`config.mk`:
```
export PLATFORM = sky130hd
export DESIGN_NAME = pwm_capture
export DESIGN_NICKNAME = d
export VERILOG_FILES = /design/src/rtl/pwm_pkg.sv /design/src/rtl/pwm_sync_edge.sv /design/src/rtl/pwm_capture.sv
export SDC_FILE = /design/constraint.sdc
export NUM_CORES = 1
export LEC_CHECK = 0
export ABC_AREA = 1
export ABC_CLOCK_PERIOD_IN_PS = 3500
export CAP_MARGIN = 15
export CORE_UTILIZATION = 54
export DETAILED_ROUTE_END_ITERATION = 16
export PLACE_DENSITY = 0.8
export SLEW_MARGIN = 20
export SYNTH_ARGS = -nofsm -noshare
export SYNTH_HDL_FRONTEND = slang
export SYNTH_HIERARCHICAL = 1
export SYNTH_SLANG_ARGS = --single-unit
```
`constraint.sdc`:
```
create_clock -name clk -period 3.5 [get_ports clk]
set_input_delay 0.7 -clock clk [delete_from_list [all_inputs] [get_ports clk]]
set_output_delay 0.7 -clock clk [all_outputs]
set_load 0.02 [all_outputs]
```
`src/rtl/pwm_pkg.sv`:
```
// Shared types and constants for the PWM capture path.
package pwm_pkg;

  typedef enum logic [1:0] {
    ACQUIRE = 2'd0,
    HIGH    = 2'd1,
    LOW     = 2'd2
  } pwm_state_e;

  localparam int DUTY_W   = 8;
  localparam int DUTY_MAX = 255;

  // High time clamped into the 8-bit duty code used by pwm_generator.
  function automatic logic [DUTY_W-1:0] sat_duty(input logic [31:0] cnt);
    if (cnt > 32'(DUTY_MAX)) begin
      return DUTY_W'(DUTY_MAX);
    end
    return cnt[DUTY_W-1:0];
  endfunction

endpackage

```
`src/rtl/pwm_sync_edge.sv`:
```
// Synchroniser chain for the asynchronous PWM line plus single-cycle edge pulses.
module pwm_sync_edge #(
  parameter int SYNC_STAGES = 2
) (
  input  logic clk,
  input  logic reset_n,
  input  logic pwm_i,
  output logic level_o,
  output logic rise_o,
  output logic fall_o
);

  logic [SYNC_STAGES-1:0] sync_q;
  logic                   dly_q;

  // Shift the raw line through the synchroniser and keep a one-cycle delayed copy.
  always_ff @(posedge clk or negedge reset_n) begin
    if (!reset_n) begin
      sync_q <= '0;
      dly_q  <= 1'b0;
    end else begin
      sync_q <= {sync_q[SYNC_STAGES-2:0], pwm_i};
      dly_q  <= sync_q[SYNC_STAGES-1];
    end
  end

  assign level_o = sync_q[SYNC_STAGES-1];
  assign rise_o  = level_o & ~dly_q;
  assign fall_o  = ~level_o & dly_q;

endmodule

```
`src/rtl/pwm_capture.sv`:
```
// Measures high time and period of an incoming PWM waveform, derives the duty
// code and flags a stuck line when no edge arrives for TIMEOUT cycles.
//
// state   | meaning
// ACQUIRE | waiting for a first rise; no complete period available yet
// HIGH    | line high, high and period counters running
// LOW     | line low, only the period counter running; next rise publishes
module pwm_capture #(
  parameter int CNT_W       = 16,
  parameter int TIMEOUT     = 1024,
  parameter int SYNC_STAGES = 2
) (
  input  logic             clk,
  input  logic             reset_n,
  input  logic             enable,
  input  logic             pwm_in,
  output logic [7:0]       duty_out,
  output logic [CNT_W-1:0] high_out,
  output logic [CNT_W-1:0] period_out,
  output logic             valid,
  output logic             locked,
  output logic             stuck
);

  import pwm_pkg::*;

  localparam logic [CNT_W-1:0] CNT_MAX   = '1;
  localparam logic [CNT_W-1:0] CNT_ONE   = CNT_W'(1);
  localparam logic [CNT_W-1:0] TIMEOUT_C = CNT_W'(TIMEOUT);

  logic level, rise, fall, edge_det, timeout_evt;

  pwm_state_e       state_q, state_d;
  logic [CNT_W-1:0] per_cnt_q, per_cnt_d;
  logic [CNT_W-1:0] high_cnt_q, high_cnt_d;
  logic [CNT_W-1:0] idle_cnt_q, idle_cnt_d;
  logic [CNT_W-1:0] high_out_q, high_out_d;
  logic [CNT_W-1:0] period_out_q, period_out_d;
  logic [DUTY_W-1:0] duty_q, duty_d;
  logic             valid_q, valid_d;
  logic             locked_q, locked_d;
  logic             stuck_q, stuck_d;

  function automatic logic [CNT_W-1:0] sat_inc(input logic [CNT_W-1:0] v);
    return (v == CNT_MAX) ? v : v + CNT_ONE;
  endfunction

  pwm_sync_edge #(
    .SYNC_STAGES(SYNC_STAGES)
  ) u_sync (
    .clk    (clk),
    .reset_n(reset_n),
    .pwm_i  (pwm_in),
    .level_o(level),
    .rise_o (rise),
    .fall_o (fall)
  );

  assign edge_det = rise | fall;

  // Next-state: measurement FSM, counters, timeout and publish of results.
  always_comb begin
    state_d      = state_q;
    per_cnt_d    = per_cnt_q;
    high_cnt_d   = high_cnt_q;
    idle_cnt_d   = idle_cnt_q;
    high_out_d   = high_out_q;
    period_out_d = period_out_q;
    duty_d       = duty_q;
    valid_d      = 1'b0;
    locked_d     = locked_q;
    stuck_d      = stuck_q;
    timeout_evt  = 1'b0;

    if (!enable) begin
      state_d    = ACQUIRE;
      per_cnt_d  = '0;
      high_cnt_d = '0;
      idle_cnt_d = '0;
      locked_d   = 1'b0;
      stuck_d    = 1'b0;
    end else begin
      // idle_cnt parks at TIMEOUT so a stuck line reports only once
      if (edge_det) begin
        idle_cnt_d = '0;
        stuck_d    = 1'b0;
      end else if (idle_cnt_q != TIMEOUT_C) begin
        idle_cnt_d  = idle_cnt_q + CNT_ONE;
        timeout_evt = (idle_cnt_q == TIMEOUT_C - CNT_ONE);
      end

      if (timeout_evt) begin
        state_d      = ACQUIRE;
        stuck_d      = 1'b1;
        locked_d     = 1'b0;
        period_out_d = '0;
        high_out_d   = '0;
        duty_d       = level ? DUTY_W'(DUTY_MAX) : '0;
        valid_d      = 1'b1;
      end else begin
        unique case (state_q)
          ACQUIRE: begin
            if (rise) begin
              state_d    = HIGH;
              per_cnt_d  = CNT_ONE;
              high_cnt_d = CNT_ONE;
            end
          end
          HIGH: begin
            if (rise) begin
              per_cnt_d  = CNT_ONE;
              high_cnt_d = CNT_ONE;
            end else if (fall) begin
              state_d   = LOW;
              per_cnt_d = sat_inc(per_cnt_q);
            end else begin
              per_cnt_d  = sat_inc(per_cnt_q);
              high_cnt_d = sat_inc(high_cnt_q);
            end
          end
          LOW: begin
            if (rise) begin
              state_d      = HIGH;
              high_out_d   = high_cnt_q;
              period_out_d = per_cnt_q;
              duty_d       = sat_duty(32'(high_cnt_q));
              valid_d      = 1'b1;
              locked_d     = 1'b1;
              stuck_d      = 1'b0;
              per_cnt_d    = CNT_ONE;
              high_cnt_d   = CNT_ONE;
            end else begin
              per_cnt_d = sat_inc(per_cnt_q);
            end
          end
          default: state_d = ACQUIRE;
        endcase
      end
    end
  end

  // State and output registers.
  always_ff @(posedge clk or negedge reset_n) begin
    if (!reset_n) begin
      state_q      <= ACQUIRE;
      per_cnt_q    <= '0;
      high_cnt_q   <= '0;
      idle_cnt_q   <= '0;
      high_out_q   <= '0;
      period_out_q <= '0;
      duty_q       <= '0;
      valid_q      <= 1'b0;
      locked_q     <= 1'b0;
      stuck_q      <= 1'b0;
    end else begin
      state_q      <= state_d;
      per_cnt_q    <= per_cnt_d;
      high_cnt_q   <= high_cnt_d;
      idle_cnt_q   <= idle_cnt_d;
      high_out_q   <= high_out_d;
      period_out_q <= period_out_d;
      duty_q       <= duty_d;
      valid_q      <= valid_d;
      locked_q     <= locked_d;
      stuck_q      <= stuck_d;
    end
  end

  assign duty_out   = duty_q;
  assign high_out   = high_out_q;
  assign period_out = period_out_q;
  assign valid      = valid_q;
  assign locked     = locked_q;
  assign stuck      = stuck_q;

endmodule

```
======== Yosys cells after proc, flatten, opt, wreduce, memory -nomap -nowiden ========
Cells that the tools add are included.
Widths: inputs -> output; s select.
word-level totals
  logic and storage cells ................. 105
  memories kept ........................... 0
  ROM bits ................................ 0
  bits in registers ....................... 96
  bits of input ports ..................... 4
  output and inout port bits .............. 43
  RAM bits ................................ 0
  latch bits .............................. 0
cells by class
  order comparisons ....................... 1
  shift operators ......................... 0
  eq/ne operators ......................... 20
  reduce and logical (&&, ||, !) cells .... 10
  divide/modulo/power cells ............... 0
  bitwise logic cells ..................... 5
  mux-type cells .......................... 54
  $mul .................................... 0
  add/subtract/negate cells ............... 3
operator list
  cell                   number
  $mux 16                19
  $pmux 16 s2            2
  $add 16x1->16 const B  3
  $mux 8                 6
  $eq 16x16->1 const B   2
  $mux 1                 21
  $eq 16x10->1 const B   1
  $gt 16x8->1 const B    1
  $ne 16x11->1 const B   1
  $ne 4x4->1 const B     4
  $mux 2                 5
  $ne 3x1->1 const B     3
  $ne 3x2->1 const B     2
  $reduce_and 3->1       2
  $ne 5x4->1 const B     1
  $reduce_and 5->1       1
  $ne 4x1->1 const B     1
  $ne 4x2->1 const B     1
  $pmux 2 s2             1
  $reduce_and 4->1       1
  $reduce_bool 2->1      2
  $reduce_or 2->1        2
  $ne 3x3->1 const B     1
  $and 1x1->1            2
  other kinds (7)        8

======== Depth between registers and ports, before layout ========
Gate-level depths: netlist of the first run.
  depth after elaboration ................. 11
  depth in mapped cells ................... 12
  depth with buffers taken out ............ 11

======== Modules after synthesis ========
Netlist of the first run, hierarchy kept.
modules (own cells, without submodules)
  module         instances  area each (um^2)  cells an instance  sequential area each (um^2)
  pwm_capture    1          5,086.1           672                2,327.2
  pwm_sync_edge  1          90.1              7                  75.1

======== Worst setup path before layout of the first run ========
OpenSTA, ideal clock, no wires.
  kind .................................... input port to flip-flop
  start point ............................. input port enable
  end point ............................... register high_cnt_q[2]
  library setup time ...................... 0.074 ns
  buffers on the path ..................... 2
  setup slack ............................. 1.742 ns
  arrival ................................. 1.684 ns
  required time ........................... 3.426 ns
  cell stages on the path ................. 9
  cells stage by stage .................... buf_4 -> nand2_4 -> nor2_2 -> a31oi_2 -> nand2_1 -> nor2_4 -> buf_6 -> nand2_1 -> o21ai_2
on the way
  longest elaborated chain between the ends .. 2
  elaborated cells between the ends (all ways) .. 7
  those cells by class .................... eq/ne (5); mux (1); reduce/logical (1)
RTL lines
  item                                                 line                RTL
  start: declaration                                   pwm_capture.sv:15   input logic enable,
  $ne 4x4->1 (no source line) (tied with other cells)  n/a
  $reduce_and 5->1 (no source line)                    n/a
  end signal: assignment                               pwm_capture.sv:158  high_cnt_q <= high_cnt_d;
  end: declaration                                     pwm_capture.sv:35   logic [CNT_W-1:0] high_cnt_q, high_cnt_d;
Several ways; a longest one is shown, not always the timed one.
A chain may end at the register's enable or synchronous reset.

======== Worst setup path in the final report of the first run ========
  start point ............................. input port enable
  end point ............................... register high_cnt_q[5]
Same word-level chain as after synthesis.

==> flow_summary.yaml, run 1 <==
run_status:
  outcome: "completed"
finish:
  final-seq-area_um2: 2400
  area_growth_pct: 16.1
  fillers: 806
  multiInputGateArea_um2: 2390
  drive_gt1_frac: 0.0786
  antenna_cells: 0
  finalNetCount: 731
timing:
  fmaxAchievable_mhz: 404
  hold_violations: 0
  post-route-period-util: 0.707
  finalMaxSlewViolations: 0
  setup_tns_ps: 0
  fin_skew_ps: 11.6
  period_minus_slack_ps: 2470
  slew-limit-headroom: 0.484
  grt_setup_unrepaired: "no"
  layout_setup_ws_ps: 1030
  worstMarginPinSlew_ps: 773
  finalSetupViolCount: 0
route:
  drt_first_pass_iters: 5
  vias: 4774
  drt-initial-drc-count: 304
  vias_per_cell: 5.59
  ant_nets: 0
  avgRoutedWirePerCell_um: 14.4
  wl_mm: 12.3
  route.detailed.drc: 0
clocking:
  cts_hold_buf: 0
  clk_latency_ps: 370
  cts_setup_buffers: 0
  cts_resized: 0
  cts.sinks: 96
  path_clk_slew_ps: 100
  cts_buffers: 9
  cts-root-buf: "clkbuf_8"
  h-tree-depth: 3
  cts_tree: "yes"
  cts_buffer_depth: 2
critical_path:
  cp_slowest_cell: "clkdlybuf4s50_1"
  cp_cell_sequence: "clkdlybuf4s50_1 > buf_4 > nand3_4 > buf_4 > nand2_1 > nor2_4 > nand3_1 > nand2_1"
  critPathBufInv: 3
  startpoint: "enable"
  r2r_setup_slack_ps: 1110
  crit_type: "in2reg"
  critPathRequiredTime_ps: 3800
  worst-path-max-fanout: 24
  critPathMaxStageDelay_ps: 530
  worstReg2RegEnd: "high_cnt_q[5]$_DFFE_PN0P_"
  critical-path-top-delay-family: "buffers and inverters"
  r2r_start: "u_sync/sync_q[1]$_DFF_PN0_"
  critPathArrivalTime_ps: 2780
  end_kind: "flip-flop"
  cp-start-kind: "input port"
  reg2regPathDepth: 10
pwr:
  switchingPower_w: 0.000581
  netSwitchingFraction: 0.258
  ir_drop_v: 0.000239
  leakage_nw: 2.77
  pwr-share-seq: 0.511
  intPower_w: 0.00167
  p_comb_frac: 0.100
  cellPowerDensity_nw_per_um2: 374
  clkPwrFrac: 0.389
hold_path:
  hp-class: "in2async"
yosys:
  synth-main-ff-cell: "dfrtp_1"
  syn_area_um2: 5180
  avgSynthCellArea_um2: 7.62
  ys_ff_latch: 96
  yosysSeqAreaShare: 0.464
  ys_warn_count: 6
  synthCells: 679
  async_flop_share: 1.00
  synth_edf_count: 0
  synth_cell_types: 36
  syn_nets: 690
floorplan:
  io_pins: 47
  row_count: 35
  dieArea_um2: 9980
  die_w_um: 99.9
  die_y_um: 99.9
  core-area_um2: 9280
  initial_core_util: 0.558
global_routing:
  grt_pass1_vias: 4453
  grt_start_max_net_pins: 53
  antenna_found_initial: 0
  grt.total_usage: 0.266
  overflow: 0
  grt_pass1_wl_mm: 21.1
placed_design:
  dpl_worst_slack_ps: 636
  io_buffers: 46
  hpwl_mm: 8.74
  finalWeightedCongestion: 0.973
run:
  maxCapViolCount: 0
## worst reg2reg max path, cell delays in order, from the launching register on
cell and delay [ps]:
dfrtp_1 440, nor2_1 300, nor2_2 130, nand3_1 110, nor2_2 70, nand3_4 70
buf_4 270, nand2_1 130, nor2_4 540, nand3_1 180, nand2_1 100
## worst max-delay path by stage
stage / end / depth (start not counted) / slack, ps
CTS: per_cnt_q[15]$_DFFE_PN0P_ / 9 / 840
global placement: per_cnt_q[13]$_DFFE_PN0P_ / 8 / 690
detailed placement: per_cnt_q[15]$_DFFE_PN0P_ / 8 / 640
finish: high_cnt_q[5]$_DFFE_PN0P_ / 8 / 1030
global route: per_cnt_q[15]$_DFFE_PN0P_ / 9 / 840
floorplan: high_cnt_q[2]$_DFFE_PN0P_ / 9 / 1740
## layout by cell type (no fill, tap or decap), types with 2 or more instances in the layout
cell type        count
a21oi_1              9
buf_4               10
bufinv_16            3
clkbuf_8             9
clkdlybuf4s50_1     45
clkinv_4             2
dfrtp_1             96
ha_1                 7
inv_1               68
inv_2                3
nand2_1            166
nand3_1            104
nand3_2              2
nand3b_1             2
nand4_1             23
nor2_1              54
nor2_2              11
nor3_1              15
nor3b_1              2
o21ai_0             57
o21ai_1              6
o21ai_2              8
xor2_1               7
## per-stage QoR
stage          total power [W]   util  cells  hold WS (ps)  cell area [um2]
3_3_place_gp           0.00139  0.621    838           333             5760
4_1_cts                0.00226  0.647    854           355             6010
6_report               0.00225  0.647    854           332             6010
3_5_place_dp           0.00140  0.621    838           337             5760
2_1_floorplan          0.00131      -    679           331             5180
5_1_grt                0.00234  0.647    854           366             6010
## per-layer routing
metal | share of wire | track usage
met4 | 0.020 | 0.0814
met2 | 0.46 | 0.414
met3 | 0.062 | 0.0578
met5 | 0 | 0
met1 | 0.46 | 0.376
## cell type report
class                      instances  area share
inverter                          71      0.0443
tap                              129      0.0269
multi-input combinational        486       0.398
clock inverter                     7      0.0200
timing repair buffer              56      0.0908
sequential                        96       0.400
clock buffer                       9      0.0206
## cells in the mapped netlist, types with 4 or more instances
cell type,count,area [um2]
buf_1,4,15.0
nand2_1,166,623
dfrtp_1,96,2400
clkbuf_1,15,56.3
nor2_1,55,206
o21ai_1,6,30.0
a21oi_1,9,45.0
xor2_1,7,61.3
nor2_2,10,62.6
nand3_1,105,526
inv_1,68,255
nand4_1,23,144
o21ai_0,57,285
ha_1,7,87.6
o21ai_2,8,70.1
nor3_1,15,75.1
## power groups by stage
| stage | clock network (W) | logic, W | registers [W] |
|---|---|---|---|
| global placement | 0 | 0.000222 | 0.00117 |
| global route | 0.000934 | 0.000252 | 0.00115 |
| finish | 0.000875 | 0.000225 | 0.00115 |
| CTS | 0.000884 | 0.000227 | 0.00115 |
| floorplan | 0 | 0.000136 | 0.00118 |
| detailed placement | 0 | 0.000225 | 0.00117 |
## state kept, by name, summed over array words and instances, names as in the netlist
register       flops
period_out        16
valid              1
duty_out           8
idle_cnt_q        16
locked             1
u_sync/sync_q      2
per_cnt_q         16
state_q            2
u_sync/dly_q       1
stuck              1
high_cnt_q        16
high_out          16
## cell families (layout without fill, tap and decap cells)
group / after synthesis / count (layout) / synth area share
flip-flops: 96 / 96 / 0.464
adder cells (fa/ha/maj): 7 / 7 / 0.0169
buffers and inverters: 97 / 143 / 0.0754
AND/OR/NAND/NOR: 386 / 386 / 0.338
XOR/XNOR: 8 / 8 / 0.0135
AO/OA/AOI/OAI: 85 / 85 / 0.0916
No activity file was read; power rests on OpenSTA's default activity.
==> run 2, diff against run 1 <==
ABC_CLOCK_PERIOD_IN_PS = 2000   (was 3500)
CORE_UTILIZATION = 52   (was 54)
clock period = 2 ns   (was 3.5 ns; I/O delays follow)
==> flow_summary.yaml, run 2 (same netlist as run 1, synthesis figures left out) <==
clocking:
  h-tree-depth: 3
  clk_latency_ps: 380
  cts_tree: "yes"
  cts.sinks: 96
  cts_buffer_depth: 2
  cts_buffers: 9
  cts-root-buf: "clkbuf_8"
  path_clk_slew_ps: 100
critical_path:
  critPathArrivalTime_ps: 2260
  end_kind: "flip-flop"
  cp_cell_sequence: "inv_1 > ha_2 > buf_4 > nor2_4 > buf_4 > a31oi_2 > nand2_1 > nor2_4 > clkbuf_16 > nand2_1 > o21ai_2"
  worst-path-max-fanout: 6
  cp-start-kind: "flip-flop"
  crit_type: "reg2reg"
  critPathMaxStageDelay_ps: 410
  critical-path-top-delay-family: "buffers and inverters"
  cp_slowest_cell: "dfrtp_1"
  critPathRequiredTime_ps: 2310
  critPathBufInv: 4
floorplan:
  io_pins: 47
  initial_core_util: 0.532
  core-area_um2: 9730
  die_y_um: 102
  die_w_um: 102
  dieArea_um2: 10400
  row_count: 36
route:
  met2_length_mm: 6.59
  vias: 5071
  drt-initial-drc-count: 475
  wl_mm: 13.9
  vias_per_cell: 5.54
  avgRoutedWirePerCell_um: 15.1
  ant_nets: 0
  drt_first_pass_iters: 6
  top_layer: "met4"
  route.detailed.drc: 0
  met3_length_um: 859
  met1Wirelength_mm: 6.09
pwr:
  pwr-share-seq: 0.535
  netSwitchingFraction: 0.280
  intPower_w: 0.00270
  cellPowerDensity_nw_per_um2: 575
  ir_drop_v: 0.000509
  leakage_nw: 3.08
  p_comb_frac: 0.157
  clkPwrFrac: 0.308
  switchingPower_w: 0.00105
run_status:
  outcome: "completed"
finish:
  multiInputGateArea_um2: 2430
  final-seq-area_um2: 2400
  fin_area_um2: 6530
  area_growth_pct: 26.2
  finalNetCount: 788
  antenna_cells: 0
  final_common_cell: "nand2_1"
  final_cell_mix: "nand2_1, nand3_1, dfrtp_1, inv_1, o21ai_0"
  fillers: 823
  drive_gt1_frac: 0.147
placed_design:
  finalWeightedCongestion: 0.892
  placed_cell_area_um2: 6190
  dpl_worst_slack_ps: -419
  hpwl_mm: 9.41
  io_buffers: 46
timing:
  post-route-period-util: 0.974
  period_minus_slack_ps: 1950
  slew-limit-headroom: 0.728
  fmaxAchievable_mhz: 513
  hold_violations: 0
  fin_skew_ps: 15.9
  worstMarginPinSlew_ps: 407
  finalSetupViolCount: 0
  layout_setup_ws_ps: 52.4
  finalMaxSlewViolations: 0
global_routing:
  grt_pass1_vias: 4682
  overflow: 0
  antenna_found_initial: 0
  grt.total_usage: 0.273
  grt_start_max_net_pins: 56
  grt_pass1_wl_mm: 21.8
hold_path:
  hp-class: "reg2reg"
run:
  maxCapViolCount: 0
==> run 2: path summary, 6_finish.rpt <==
path / startpoint / endpoint / slack, ps / cells past startpoint
max: state_q[0]$_DFFE_PN0P_ / high_cnt_q[1]$_DFFE_PN0P_ / 50 / 11
min: u_sync/sync_q[0]$_DFF_PN0_ / u_sync/sync_q[1]$_DFF_PN0_ / 370 / 0
max reg2reg: state_q[0]$_DFFE_PN0P_ / high_cnt_q[1]$_DFFE_PN0P_ / 50 / 11
min reg2reg: u_sync/sync_q[0]$_DFF_PN0_ / u_sync/sync_q[1]$_DFF_PN0_ / 370 / 0
max in group asynchronous: reset_n / high_cnt_q[13]$_DFFE_PN0P_ / 1140 / 3
min in group asynchronous: reset_n / u_sync/sync_q[1]$_DFF_PN0_ / 550 / 3
==> run 2: stage by stage <==
| stage | utilization | hold slack, ps | instances | TNS, ps | total power [W] |
|---|---|---|---|---|---|
| after floorplan | - | 104 | 679 | 0 | 0.00230 |
| after global placement | 0.636 | 349 | 890 | -16860 | 0.00253 |
| after detailed placement | 0.637 | 339 | 890 | -18450 | 0.00254 |
| after CTS | 0.657 | 369 | 908 | 0 | 0.00370 |
| after global routing | 0.671 | 372 | 915 | -652 | 0.00391 |
| final | 0.671 | 367 | 915 | 0 | 0.00376 |
==> run 2: worst register-to-register path, stage by stage, from the launching register on <==
cell       delay, ps
dfrtp_1          410
inv_1            120
ha_2             210
buf_4            130
nor2_4            50
buf_4            130
a31oi_2          200
nand2_1          120
nor2_4           220
clkbuf_16        190
nand2_1           60
o21ai_2           50
==> run 2: repair_timing <==
| item | 4_1_cts | 5_1_grt |
|---|---|---|
| hold endpoints to repair | 15 | 0 |
| hold buffers | 1 | 0 |
| resized for setup | 4 | 9 |
| setup endpoints to repair | 40 | 41 |
| buffers inserted | 1 | 3 |
| cloned | 0 | 4 |
| pin swaps | 1 | 2 |
==> run 2: layer usage <==
layer  GRT usage  vias to the layer above
met5           0                        -
li1            -                     2439
met1       0.356                     2408
met2       0.455                      189
met4      0.0847                        0
met3      0.0587                       35
==> run 2: cell type report <==
| cell class | count | area share |
|---|---|---|
| Clock buffer | 13 | 0.0228 |
| Clock inverter | 3 | 0.00268 |
| Inverter | 71 | 0.0408 |
| Multi-Input combinational cell | 487 | 0.373 |
| Sequential cell | 96 | 0.368 |
| Tap cell | 133 | 0.0255 |
| Timing Repair Buffer | 112 | 0.168 |
==> run 2: power groups by stage <==
| stage | logic, W | registers [W] | clock network, W |
|---|---|---|---|
| CTS | 0.000514 | 0.00201 | 0.00118 |
| finish | 0.000589 | 0.00201 | 0.00116 |
| floorplan | 0.000238 | 0.00206 | 0 |
| global placement | 0.000484 | 0.00204 | 0 |
| detailed placement | 0.000500 | 0.00205 | 0 |
| global route | 0.000636 | 0.00201 | 0.00126 |
==> run 3, diff against run 2 <==
SKIP_CTS_REPAIR_TIMING = 1   (was unset)
==> flow_summary.yaml, run 3 (same netlist as run 1, synthesis figures left out) <==
critical_path:
  cp-start-kind: "flip-flop"
  startpoint: "state_q[0]$_DFFE_PN0P_"
  r2r_start: "state_q[0]$_DFFE_PN0P_"
  reg2regPathDepth: 11
  critPathArrivalTime_ps: 2240
  end_kind: "flip-flop"
  crit_type: "reg2reg"
  worstReg2RegEnd: "high_cnt_q[1]$_DFFE_PN0P_"
  r2r_setup_slack_ps: 80
  critPathRequiredTime_ps: 2310
  critPathCapture: "high_cnt_q[1]$_DFFE_PN0P_"
  worst-path-max-fanout: 12
clocking:
  clk_latency_ps: 380
  cts_buffer_depth: 2
  cts_buffers: 9
  cts.sinks: 96
  cts_tree: "yes"
  cts-root-buf: "clkbuf_8"
  path_clk_slew_ps: 100
  h-tree-depth: 3
route:
  vias_per_cell: 5.48
  avgRoutedWirePerCell_um: 15.0
  ant_nets: 0
  vias: 5007
  drt-initial-drc-count: 501
  drt_first_pass_iters: 5
  wl_mm: 13.7
  route.detailed.drc: 0
placed_design:
  dpl_worst_slack_ps: -419
  placed_cell_area_um2: 6190
  finalWeightedCongestion: 0.892
  hpwl_mm: 9.41
  io_buffers: 46
finish:
  final_common_cell: "nand2_1"
  drive_gt1_frac: 0.145
  area_growth_pct: 25.5
  final-seq-area_um2: 2400
  finalNetCount: 786
  multiInputGateArea_um2: 2430
  fin_area_um2: 6490
  fillers: 832
  final_util: 0.668
  antenna_cells: 0
  final_cell_mix: "nand2_1, nand3_1, dfrtp_1, inv_1, o21ai_0"
global_routing:
  antenna_found_initial: 0
  grtUsageMet3: 0.0594
  grtUsageMet1: 0.356
  busiest_layer: "met2"
  grt_use_met2: 0.452
  grt_pass1_vias: 4679
  overflow: 0
  grt_start_max_net_pins: 56
  grt_pass1_wl_mm: 21.8
  grt.total_usage: 0.273
timing:
  fmaxAchievable_mhz: 520
  fin_skew_ps: 17.9
  period_minus_slack_ps: 1920
  layout_setup_ws_ps: 77.2
  post-route-period-util: 0.961
  finalMaxSlewViolations: 0
  slew-limit-headroom: 0.724
  hold_violations: 0
  worstMarginPinSlew_ps: 412
  finalSetupViolCount: 0
run:
  maxCapViolCount: 0
floorplan:
  initial_core_util: 0.532
  dieArea_um2: 10400
  die_y_um: 102
  io_pins: 47
  row_count: 36
  die_w_um: 102
  core-area_um2: 9730
pwr:
  ir_drop_v: 0.000523
  leakage_nw: 3.07
  power.total_w: 0.00373
  cellPowerDensity_nw_per_um2: 574
run_status:
  outcome: "completed"
hold_path:
  hp-class: "reg2reg"
run 3: how the worst min path moves through the flow:
stage,cells past startpoint,start,to,slack [ps]
after floorplan,0,reset_n,duty_out[0]$_DFFE_PN0P_,100
after global placement,0,u_sync/sync_q[0]$_DFF_PN0_,u_sync/sync_q[1]$_DFF_PN0_,350
after detailed placement,0,u_sync/sync_q[0]$_DFF_PN0_,u_sync/sync_q[1]$_DFF_PN0_,340
after CTS,2,reset_n,u_sync/sync_q[1]$_DFF_PN0_,-10
after global routing,0,u_sync/sync_q[0]$_DFF_PN0_,u_sync/sync_q[1]$_DFF_PN0_,370
final,0,u_sync/sync_q[0]$_DFF_PN0_,u_sync/sync_q[1]$_DFF_PN0_,360
run 3: worst max-delay path: stages, from the launching register on:
cell,delay (ps)
dfrtp_1,370
inv_1,80
ha_2,200
buf_4,140
nor2_4,180
nor2_2,80
a31oi_2,170
nand2_1,120
nor2_4,190
clkbuf_16,200
nand2_1,70
o21ai_2,50
run 3: power by group:
group | internal (W) | total (W) | switching, W | leakage (nW)
Sequential | 0.00198 | 0.00201 | 0.0000316 | 1.33
Combinational | 0.000223 | 0.000560 | 0.000336 | 1.65
Clock | 0.000484 | 0.00116 | 0.000673 | 0.0834
run 3: final cells by class:
cell class,instances,share of cell area
timing repair buffer,110,0.164
sequential,96,0.370
clock buffer,13,0.0229
inverter,71,0.0410
tap,133,0.0256
clock inverter,3,0.00270
multi-input combinational,487,0.374
run 3: routing by layer:
| layer | up-vias | wire, um |
|---|---|---|
| met3 | 24 | 845 |
| met2 | 183 | 6560 |
| met1 | 2369 | 6070 |
| met5 | - | 0 |
| met4 | 0 | 231 |
| li1 | 2431 | - |
run 3: metrics by stage:
stage               cells  TNS [ps]  hold WS [ps]
floorplan             679         0           104
global placement      890    -16860           349
detailed placement    890    -18450           339
CTS                   906     -4930         -9.75
global route          913     -33.7           372
finish                913         0           364
